[config.mk]
export PLATFORM = sky130hd
export DESIGN_NAME = hall_angle_estimator
export DESIGN_NICKNAME = d
export VERILOG_FILES = /design/src/rtl/spwm_pkg.sv /design/src/rtl/hall_debounce.sv /design/src/rtl/hall_angle_estimator.sv
export SDC_FILE = /design/constraint.sdc
export NUM_CORES = 1
export LEC_CHECK = 0
export BUFFER_PORTS_ARGS = -buffer_cell sky130_fd_sc_hd__buf_2
export CORE_ASPECT_RATIO = 0.7
export CORE_MARGIN = 2
export CORE_UTILIZATION = 40
export DETAILED_ROUTE_END_ITERATION = 8
export PLACE_DENSITY_LB_ADDON = 0.05
export SLEW_MARGIN = 20
export SYNTH_ARGS = -nofsm -noshare
export SYNTH_HDL_FRONTEND = slang
export SYNTH_SLANG_ARGS = --single-unit
[constraint.sdc]
create_clock -name clk -period 5 [get_ports clk]
set_input_delay 0.75 -clock clk [delete_from_list [all_inputs] [get_ports clk]]
set_output_delay 0.75 -clock clk [all_outputs]
set_load 0.03 [all_outputs]
[src/rtl/spwm_pkg.sv]
// Shared SPWM definitions: angle/sector constants, sector base-angle table,
// hall-to-sector decode and the hall estimator state encoding.
package spwm_pkg;

    localparam int ANGLE_W      = 10;
    localparam int SECTOR_W_CNT = 171;

    localparam logic [2:0] SECTOR_UNKNOWN = 3'd7;

    // Base angle of each sector; entries 6 and 7 are unused padding so any
    // 3-bit sector value indexes the table safely.
    localparam logic [7:0][ANGLE_W-1:0] BASE_ANGLE = {
        10'd0, 10'd0, 10'd853, 10'd683, 10'd512, 10'd341, 10'd171, 10'd0
    };

    typedef enum logic [1:0] {INIT, SYNC, TRACK, FAULT} est_state_t;

    // Forward order 011,001,101,100,110,010 maps to sectors 0..5.
    function automatic logic [2:0] hall_to_sector(input logic [2:0] code);
        case (code)
            3'b011:  return 3'd0;
            3'b001:  return 3'd1;
            3'b101:  return 3'd2;
            3'b100:  return 3'd3;
            3'b110:  return 3'd4;
            3'b010:  return 3'd5;
            default: return SECTOR_UNKNOWN;
        endcase
    endfunction

    // Next sector in the forward direction, modulo 6.
    function automatic logic [2:0] sector_inc(input logic [2:0] s);
        return (s == 3'd5) ? 3'd0 : s + 3'd1;
    endfunction

endpackage

[src/rtl/hall_debounce.sv]
// Two-flop hall synchroniser followed by a stability counter: a new code is
// accepted once it has been stable for DEB_CYCLES consecutive clocks.
module hall_debounce
    import spwm_pkg::*;
#(
    parameter int DEB_CYCLES = 16
) (
    input  logic       clk,
    input  logic       rst,
    input  logic [2:0] hall,
    output logic [2:0] code,
    output logic       accept
);

    localparam logic [7:0] DEB_LIMIT = 8'(DEB_CYCLES);

    logic [2:0] sync1, sync2, last;
    logic [7:0] cnt;
    logic [7:0] cnt_next;

    // Count of consecutive clocks the candidate has been stable, including this one.
    always_comb begin
        cnt_next = (sync2 != last) ? 8'd1 : cnt + 8'd1;
    end

    // Synchronise, track stability and accept a changed code once it has settled.
    always_ff @(posedge clk or posedge rst) begin
        if (rst) begin
            sync1  <= '0;
            sync2  <= '0;
            last   <= '0;
            cnt    <= '0;
            code   <= '0;
            accept <= 1'b0;
        end else begin
            // NOTE: non-blocking assignments so every flop samples pre-edge values; blocking here would collapse the synchroniser chain.
            sync1  <= hall;
            sync2  <= sync1;
            last   <= sync2;
            accept <= 1'b0;
            if (sync2 == code) begin
                cnt <= '0;
            end else if (cnt_next == DEB_LIMIT) begin
                code   <= sync2;
                accept <= 1'b1;
                cnt    <= '0;
            end else begin
                cnt <= cnt_next;
            end
        end
    end

endmodule

[src/rtl/hall_angle_estimator.sv]
// Hall-sensor angle estimator: debounced hall codes drive a sector/direction
// tracker, and a division-free accumulator interpolates the 10-bit angle
// between hall edges. Optional macro ANGLE_OFFSET_EN adds a registered
// angle_offset input that is summed into angle_out.
module hall_angle_estimator
    import spwm_pkg::*;
#(
    parameter int                  DEB_CYCLES  = 16,
    parameter int                  PERIOD_W    = 20,
    parameter logic [PERIOD_W-1:0] STALL_COUNT = 20'hFFFFF
) (
    input  logic                clk,
    input  logic                rst,
    input  logic [2:0]          hall,
`ifdef ANGLE_OFFSET_EN
    input  logic [ANGLE_W-1:0]  angle_offset,
`endif
    output logic [ANGLE_W-1:0]  angle_out,
    output logic                angle_valid,
    output logic [2:0]          sector,
    output logic                dir,
    output logic                hall_fault,
    output logic [PERIOD_W-1:0] period
);

    localparam logic [PERIOD_W:0]   W_STEP   = (PERIOD_W+1)'(SECTOR_W_CNT);
    localparam logic [PERIOD_W-1:0] STALL_M1 = STALL_COUNT - 1'b1;

    est_state_t          state, state_next;
    logic [2:0]          code;
    logic                accept;
    logic [PERIOD_W-1:0] count;
    logic [PERIOD_W:0]   acc, acc_sum;
    logic [ANGLE_W-1:0]  angle_int, limit, lo, hi;
    logic [2:0]          new_sec;
    logic                legal, is_fwd, is_rev, adjacent, stall_hit;

    hall_debounce #(.DEB_CYCLES(DEB_CYCLES)) u_debounce (
        .clk    (clk),
        .rst    (rst),
        .hall   (hall),
        .code   (code),
        .accept (accept)
    );

    // Classify the accepted code and choose the next tracker state.
    always_comb begin
        // NOTE: every variable gets a default before any branch, so no path can leave one unassigned and infer a latch.
        new_sec    = hall_to_sector(code);
        legal      = (new_sec != SECTOR_UNKNOWN);
        is_fwd     = legal && (sector != SECTOR_UNKNOWN) && (new_sec == sector_inc(sector));
        is_rev     = legal && (sector != SECTOR_UNKNOWN) && (sector_inc(new_sec) == sector);
        adjacent   = is_fwd || is_rev;
        stall_hit  = (count == STALL_M1);
        lo         = BASE_ANGLE[new_sec];
        hi         = BASE_ANGLE[sector_inc(new_sec)] - 10'd1;
        acc_sum    = acc + W_STEP;
        state_next = state;
        if (accept) begin
            if (!legal) begin
                state_next = FAULT;
            end else begin
                case (state)
                    INIT:        state_next = SYNC;
                    SYNC, TRACK: state_next = adjacent ? TRACK : FAULT;
                    FAULT:       state_next = adjacent ? SYNC : FAULT;
                    default:     state_next = INIT;
                endcase
            end
        end else if (stall_hit && state == TRACK) begin
            // Other states already report angle_valid low and wait for a hall edge.
            state_next = SYNC;
        end
    end

    // Tracker state register.
    always_ff @(posedge clk or posedge rst) begin
        if (rst) state <= INIT;
        else     state <= state_next;
    end

    // Sector, direction, period measurement and angle interpolation.
    always_ff @(posedge clk or posedge rst) begin
        if (rst) begin
            sector     <= SECTOR_UNKNOWN;
            dir        <= 1'b1;
            hall_fault <= 1'b0;
            period     <= '0;
            count      <= '0;
            acc        <= '0;
            angle_int  <= '0;
            limit      <= '0;
        end else if (accept) begin
            // A hall acceptance takes priority over a coincident stall.
            if (!legal) begin
                sector     <= SECTOR_UNKNOWN;
                hall_fault <= 1'b1;
            end else begin
                sector <= new_sec;
                count  <= PERIOD_W'(1);
                acc    <= '0;
                if (adjacent) begin
                    dir       <= is_fwd;
                    angle_int <= is_fwd ? lo : hi;
                    limit     <= is_fwd ? hi : lo;
                    if (state == FAULT) hall_fault <= 1'b0;
                    else                period     <= count;
                end else begin
                    // Non-adjacent code becomes the resync point.
                    angle_int <= lo;
                    limit     <= lo;
                    if (state != INIT) hall_fault <= 1'b1;
                end
            end
        end else begin
            if (count != STALL_COUNT) count <= count + 1'b1;
            if (state == TRACK && angle_int != limit) begin
                if (acc_sum >= {1'b0, period}) begin
                    acc       <= acc_sum - {1'b0, period};
                    angle_int <= dir ? angle_int + 10'd1 : angle_int - 10'd1;
                end else begin
                    acc <= acc_sum;
                end
            end
        end
    end

    assign angle_valid = (state == TRACK);

`ifdef ANGLE_OFFSET_EN
    // Apply the phase offset in a register stage.
    always_ff @(posedge clk or posedge rst) begin
        if (rst) angle_out <= '0;
        else     angle_out <= angle_int + angle_offset;
    end
`else
    assign angle_out = angle_int;
`endif

endmodule

# Word-level counts from Yosys, hierarchy flattened
# Memory sizes are Yosys's and may differ from the RTL's.
# Cells that the tools add are included.
# totals
word_cells	113
register_bits	109
rom_bits	160
inputBits	5
n_memories	2
# op_classes
reduce_logical	21
muxes	37
order_cmp	3
addsub	9
bitwise_logic	2
eq_ne	24
# mem_list
name	depth	word_bits	rd	rd_ports_with_merged_regs	wr	line	text
(name not given)	8	10	1	0	0	hall_angle_estimator.sv:56	hi = BASE_ANGLE[sector_inc(new_sec)] - 10'd1;
(name not given)	8	10	1	0	0	hall_angle_estimator.sv:55	lo = BASE_ANGLE[new_sec];
# ops
op	count
$mux W10	11
$mux W21	4
$mux W20	3
$mux W8	3
$add A21 B8 Y21 const B	1
$ge A21 B20 Y1	1
$sub A21 B20 Y21	1
$add A20 B1 Y20 const B	1
$eq A20 B20 Y1 const B	1
$ne A20 B20 Y1 const B	1
$sub A10 B1 Y10 const B	2
$pmux W3 S6	1
$eq A3 B3 Y1 const B	5
$add A10 B1 Y10 const B	1
$ne A10 B10 Y1	1
$reduce_bool A2 Y1	5
$eq A3 B3 Y1	3
$mux W3	3
$reduce_and A3 Y1	3
$add A8 B1 Y8 const B	1
$eq A8 B5 Y1 const B	1
$lt A3 B4 Y1 const B	2
$mux W2	4
$reduce_and A2 Y1	4
18 further kinds	33

# Longest topological paths before layout
# depth
ltp_word	11
mapped_depth	18
mapped_depth_nobuf	17

# By module
# Synthesis repeated with hierarchy kept, for this count alone.
# hier_totals
hier_cells	837
hier_area_um2	7513.5
# modules_own_cells
module	instances	cells_per_inst	seq_area_each_um2	area_each_um2
hall_angle_estimator	1	746	2057.0	6503.7
hall_debounce	1	91	525.5	1009.7

# Worst setup path before layout
# Ideal clock, no wire load.
# synth_path
kind	reg2reg
startpoint	register acc[0]
endpoint	register acc[11]
required_time_ps	4874
synth_period_minus_slack_ps	3510
slack_ps	1490
path_buffers	1
setup_time_ps	126
path_stages_with_launch	17
arrival_ps	3384
cell_sequence	dfrtp_1 inv_1 ha_1 nor2b_1 o31a_1 or2_2 nand2_1 xnor2_1 ha_1 clkbuf_1 nand3_1 o2111ai_1 a21oi_1 o211ai_1 nor2_1 a21o_1 a221o_1
# synth_via
elab_chain_len	5
# synth_lines
item	line	text
from (decl)	hall_angle_estimator.sv:33	logic [PERIOD_W:0] acc, acc_sum;
from (signal assigned)	hall_angle_estimator.sv:119	acc <= acc_sum - {1'b0, period};
from (signal assigned)	hall_angle_estimator.sv:122	acc <= acc_sum;
$add A21 B8 Y21 (*)	hall_angle_estimator.sv:57	acc_sum = acc + W_STEP;
$sub A21 B20 Y21 / $ge A21 B20 Y1 (equally long branches)	hall_angle_estimator.sv:119, hall_angle_estimator.sv:118	
$mux W21 (*)	hall_angle_estimator.sv:118	if (acc_sum >= {1'b0, period}) begin
$mux W21 (*)	hall_angle_estimator.sv:117	if (state == TRACK && angle_int != limit) begin
$mux W21 (*)	hall_angle_estimator.sv:93	end else if (accept) begin
# Every way passes the cells marked *; elsewhere a longest branch is shown, timed or not. The select of a mux whose other input is x is not followed.
# A chain may end at the register's enable or synchronous reset.

# Final worst setup path
# Ends and elaborated chain as after synthesis.

==> run_results.csv <==
group,metric,value,unit
sta,worst_clock_skew,12.1,ps
global_route,grt_max_degree,71,
clock_network,hold_buffers,0,
route,vias_per_cell,5.57,
route,drt_pass1_iterations,5,
sta,worst_slew_pin_slew,1060,ps
worst_setup_path,cpPeakStageDelay,470,ps
clock_network,clock_sink_count,103,
power_and_ir_drop,p_leak,3.56,nW
sta,fin_crit,4410,ps
worst_setup_path,worst-r2r-cell-count,17,
worst_setup_path,cp_top_family,"compound AO/OA/AOI/OAI gates",
hold_path,hold_class,"flip-flop to flip-flop",
global_route,antenna_found_initial,0,
floorplanning,rows,40,
hold_path,holdPathEnd,"u_debounce.sync2[1]",
logic_synthesis,ys_ff_latch,103,
worst_setup_path,crit_path_end_kind,"flip-flop",
logic_synthesis,syn_inst,810,
global_route,grt_pass1_wl,30200,um
route,wl_per_cell,16.8,um
final_layout,fin_nets,892,
worst_setup_path,cp_cell_sequence,"inv_1 -> ha_1 -> nor2b_1 -> o31a_1 -> or2_2 -> nand2_1 -> nor3_1 -> xor2_1 -> ha_1 -> a21oi_1 -> o21ai_0 -> nor2_1 -> mux2_2 -> o211ai_1 -> nor2_1 -> a21o_1 -> a221o_1",
logic_synthesis,yosysTopAreaCellShare,34.6,%
logic_synthesis,ys_seq_area_share,36.1,%
route,routed_wl,18100,um
logic_synthesis,syn_area_per_cell,8.83,um2
floorplanning,chipHeight,116,um
clock_network,h-tree-depth,3,
logic_synthesis,synth_top_flop_cell,"dfrtp_1",
sta,rsz0062_at_grt,"no",
clock_network,clkLatencyLatePin,350,ps
hold_path,hp-start,"u_debounce.sync1[1]",
placement,port_buffers,40,
worst_setup_path,r2r-start,"acc[0]",
floorplanning,start_util,41.3,%
logic_synthesis,yosys_warnings,0,
route,vias,6009,
worst_setup_path,regToRegSetupSlack,590,ps
sta,fin_ws,592,ps
status,outcome,"finished, final reports clean",
worst_setup_path,cp_num_buf_inv,1,
worst_setup_path,critPathMaxFanout,15,
route,ant_nets,0,
clock_network,cts_buffers,9,
logic_synthesis,synthTopCellsByArea,"dfrtp_1, ha_1, o21ai_0, xnor2_1, nand2_1",
sta,hold_viol_final,0,
floorplanning,die_x,164,um
hold_path,hold_path_depth,0,
worst_setup_path,crit_path_start,"acc[0]",
final_layout,drive_above_1_share,12.2,%
worst_setup_path,startpoint_type,"flip-flop",
clock_network,cts_resized,0,
sta,fin_tns_setup,0,ps
placement,post-place-ws,637,ps
worst_setup_path,worstPathArrival,4640,ps
clock_network,cts_buffer_depth,2,
clock_network,tritoncts,"done",
flow_run,maxCapViolCount,0,
logic_synthesis,synth_edf_count,0,
power_and_ir_drop,irDropWorstVdd,136,uV
logic_synthesis,ys_types,71,
global_route,overflow,0,
placement,dp_hpwl,13700,um
floorplanning,dieArea,19000,um2
clock_network,postCtsSetupBuffers,0,
worst_setup_path,reg2reg_to,"acc[11]",
route,drt_iter0_markers,510,
sta,setup_viol,0,
logic_synthesis,synth_top_area_cell,"dfrtp_1",
floorplanning,ioPinCount,41,
worst_setup_path,worstSetupPathType,"flip-flop to flip-flop",
sta,timing.fmax,227,MHz
sta,relSlewSlack,29.2,%
power_and_ir_drop,p_per_area,198,nW/um2
final_layout,n_antenna_cell,0,
sta,post-route-period-util,88.2,%
logic_synthesis,synth.net_count,860,
floorplanning,core_area,17300,um2
global_route,grt_pass1_vias,5570,
final_layout,area_growth,9.76,%
worst_setup_path,crit_required,5240,ps
route,drc,0,
worst_setup_path,critPathSlowestCell,"o211ai_1",
global_route,grt_use_total,19.9,%
logic_synthesis,async_flop_share,100,%
clock_network,path_clk_slew,80,ps
clock_network,clockRootBuffer,"clkbuf_16",
logic_synthesis,syn_area,7160,um2
sta,final_max_slew_viol_count,0,
placement,place_congestion,0.890,
==> routing by layer <==
| layer | vias up | GRT usage (%) | share of wire [%] |
|---|---|---|---|
| met4 | 0 | 3.10 | 0.36 |
| li1 | 2978 | - | - |
| met2 | 120 | 28.3 | 40 |
| met1 | 2903 | 31.5 | 55 |
| met3 | 8 | 3.90 | 4.5 |
| met5 | - | 0 | 0 |
==> logic make-up (layout without fill, tap and decap cells) <==
group / after synthesis / in the layout / share of synthesized area [%]
compound gates: 212 / 212 / 19.2
xor+xnor: 61 / 61 / 7.47
fa+ha+maj: 45 / 45 / 8.08
buf+inv: 77 / 114 / 4.48
flops: 103 / 103 / 36.1
mux: 31 / 31 / 5.23
simple gates: 281 / 281 / 19.4
==> layout make-up <==
| cell class | count | area [um2] |
|---|---|---|
| Tap cell | 231 | 289 |
| Clock inverter | 7 | 56.3 |
| Multi-Input combinational cell | 630 | 4250 |
| Sequential cell | 103 | 2580 |
| Fill cell | 1733 | 9460 |
| Inverter | 51 | 194 |
| Timing Repair Buffer | 47 | 253 |
| Clock buffer | 9 | 225 |
==> metrics by stage <==
step	hold slack, ps	instances	util (%)	total power [mW]	instance area [um2]
4_1_cts	349	1078	45.3	1.57	7850
6_report	344	1078	45.4	1.55	7850
3_5_place_dp	335	1062	43.7	0.889	7570
2_1_floorplan	331	810	-	0.878	7160
5_1_grt	342	1078	45.4	1.61	7850
3_3_place_gp	333	1062	43.7	0.888	7570
==> cells in the final DEF, fill, tap and decap left out, types with 6 or more instances in the layout <==
| master | Yosys | routed |
|---|---|---|
| buf_4 | 1 | 7 |
| dfrtp_1 | 99 | 99 |
| inv_1 | 50 | 49 |
| ha_1 | 43 | 43 |
| nand3_1 | 46 | 46 |
| nand2b_1 | 14 | 14 |
| nand2_1 | 71 | 71 |
| o211ai_1 | 10 | 10 |
| clkbuf_16 | 0 | 9 |
| nor3_1 | 15 | 15 |
| a31oi_1 | 13 | 13 |
| mux2_2 | 11 | 11 |
| a21o_1 | 6 | 6 |
| mux2i_1 | 10 | 10 |
| nor2_1 | 62 | 62 |
| xor2_1 | 23 | 23 |
| xnor2_1 | 38 | 38 |
| or3_1 | 9 | 8 |
| and3_1 | 13 | 13 |
| mux2_4 | 10 | 10 |
| nand4_1 | 9 | 9 |
| a21oi_1 | 45 | 45 |
| buf_2 | 3 | 40 |
| and2_1 | 7 | 7 |
| o21a_1 | 10 | 10 |
| nor2b_1 | 8 | 8 |
| o21ai_0 | 72 | 72 |
==> cell usage after synthesis (3+ instances only) <==
| master | number |
|---|---|
| dfrtp_1 | 99 |
| o21ai_0 | 72 |
| nand2_1 | 71 |
| nor2_1 | 62 |
| inv_1 | 50 |
| nand3_1 | 46 |
| a21oi_1 | 45 |
| ha_1 | 43 |
| xnor2_1 | 38 |
| xor2_1 | 23 |
| clkbuf_1 | 19 |
| nor3_1 | 15 |
| nand2b_1 | 14 |
| a31oi_1 | 13 |
| and3_1 | 13 |
| mux2_2 | 11 |
| mux2_4 | 10 |
| mux2i_1 | 10 |
| o211ai_1 | 10 |
| o21a_1 | 10 |
| nand4_1 | 9 |
| or3_1 | 9 |
| nor2b_1 | 8 |
| and2_1 | 7 |
| a21o_1 | 6 |
| and4_1 | 5 |
| nand3b_1 | 5 |
| o22a_1 | 5 |
| dfstp_2 | 4 |
| nor4_1 | 4 |
| o2111ai_1 | 4 |
| o2bb2ai_1 | 4 |
| o31a_1 | 4 |
| o31ai_1 | 4 |
| a211oi_1 | 3 |
| a32oi_1 | 3 |
| buf_2 | 3 |
| o21bai_1 | 3 |
| o311ai_0 | 3 |
==> state kept, by name, summed over array words and instances (netlist names) <==
register,count
dir,1
state,2
count,20
hall_fault,1
u_debounce.cnt,8
u_debounce.code,3
u_debounce.last,3
period,20
angle_out,10
u_debounce.accept,1
u_debounce.sync1,3
u_debounce.sync2,3
sector,3
limit,4
acc,21
==> power by group <==
| group | switching (mW) | total [mW] | leakage, nW | internal (mW) |
|---|---|---|---|---|
| registers | 0.00475 | 0.842 | 1.39 | 0.838 |
| clock network | 0.337 | 0.681 | 0.125 | 0.343 |
| logic | 0.0226 | 0.0284 | 2.05 | 0.00580 |
| total | 0.365 | 1.55 | 3.56 | 1.19 |
==> worst max path at each step <==
| stage | to | slack (ps) | depth (start not counted) |
|---|---|---|---|
| after floorplan | acc[11] | 1490 | 16 |
| after global placement | period[2] | 780 | 13 |
| after detailed placement | acc[11] | 640 | 17 |
| after CTS | acc[11] | 620 | 17 |
| after global routing | acc[11] | 180 | 17 |
| final | acc[11] | 590 | 17 |
==> worst register-to-register path, delay by kind of cell, from the launching register on <==
| family | cells | cell delay, ps |
|---|---|---|
| xor+xnor | 1 | 220 |
| flops | 1 | 380 |
| fa+ha+maj | 2 | 520 |
| buf+inv | 1 | 80 |
| mux | 1 | 300 |
| compound gates | 6 | 1670 |
| simple gates | 6 | 1140 |
Note: power is estimated with default switching activity, not from simulation.
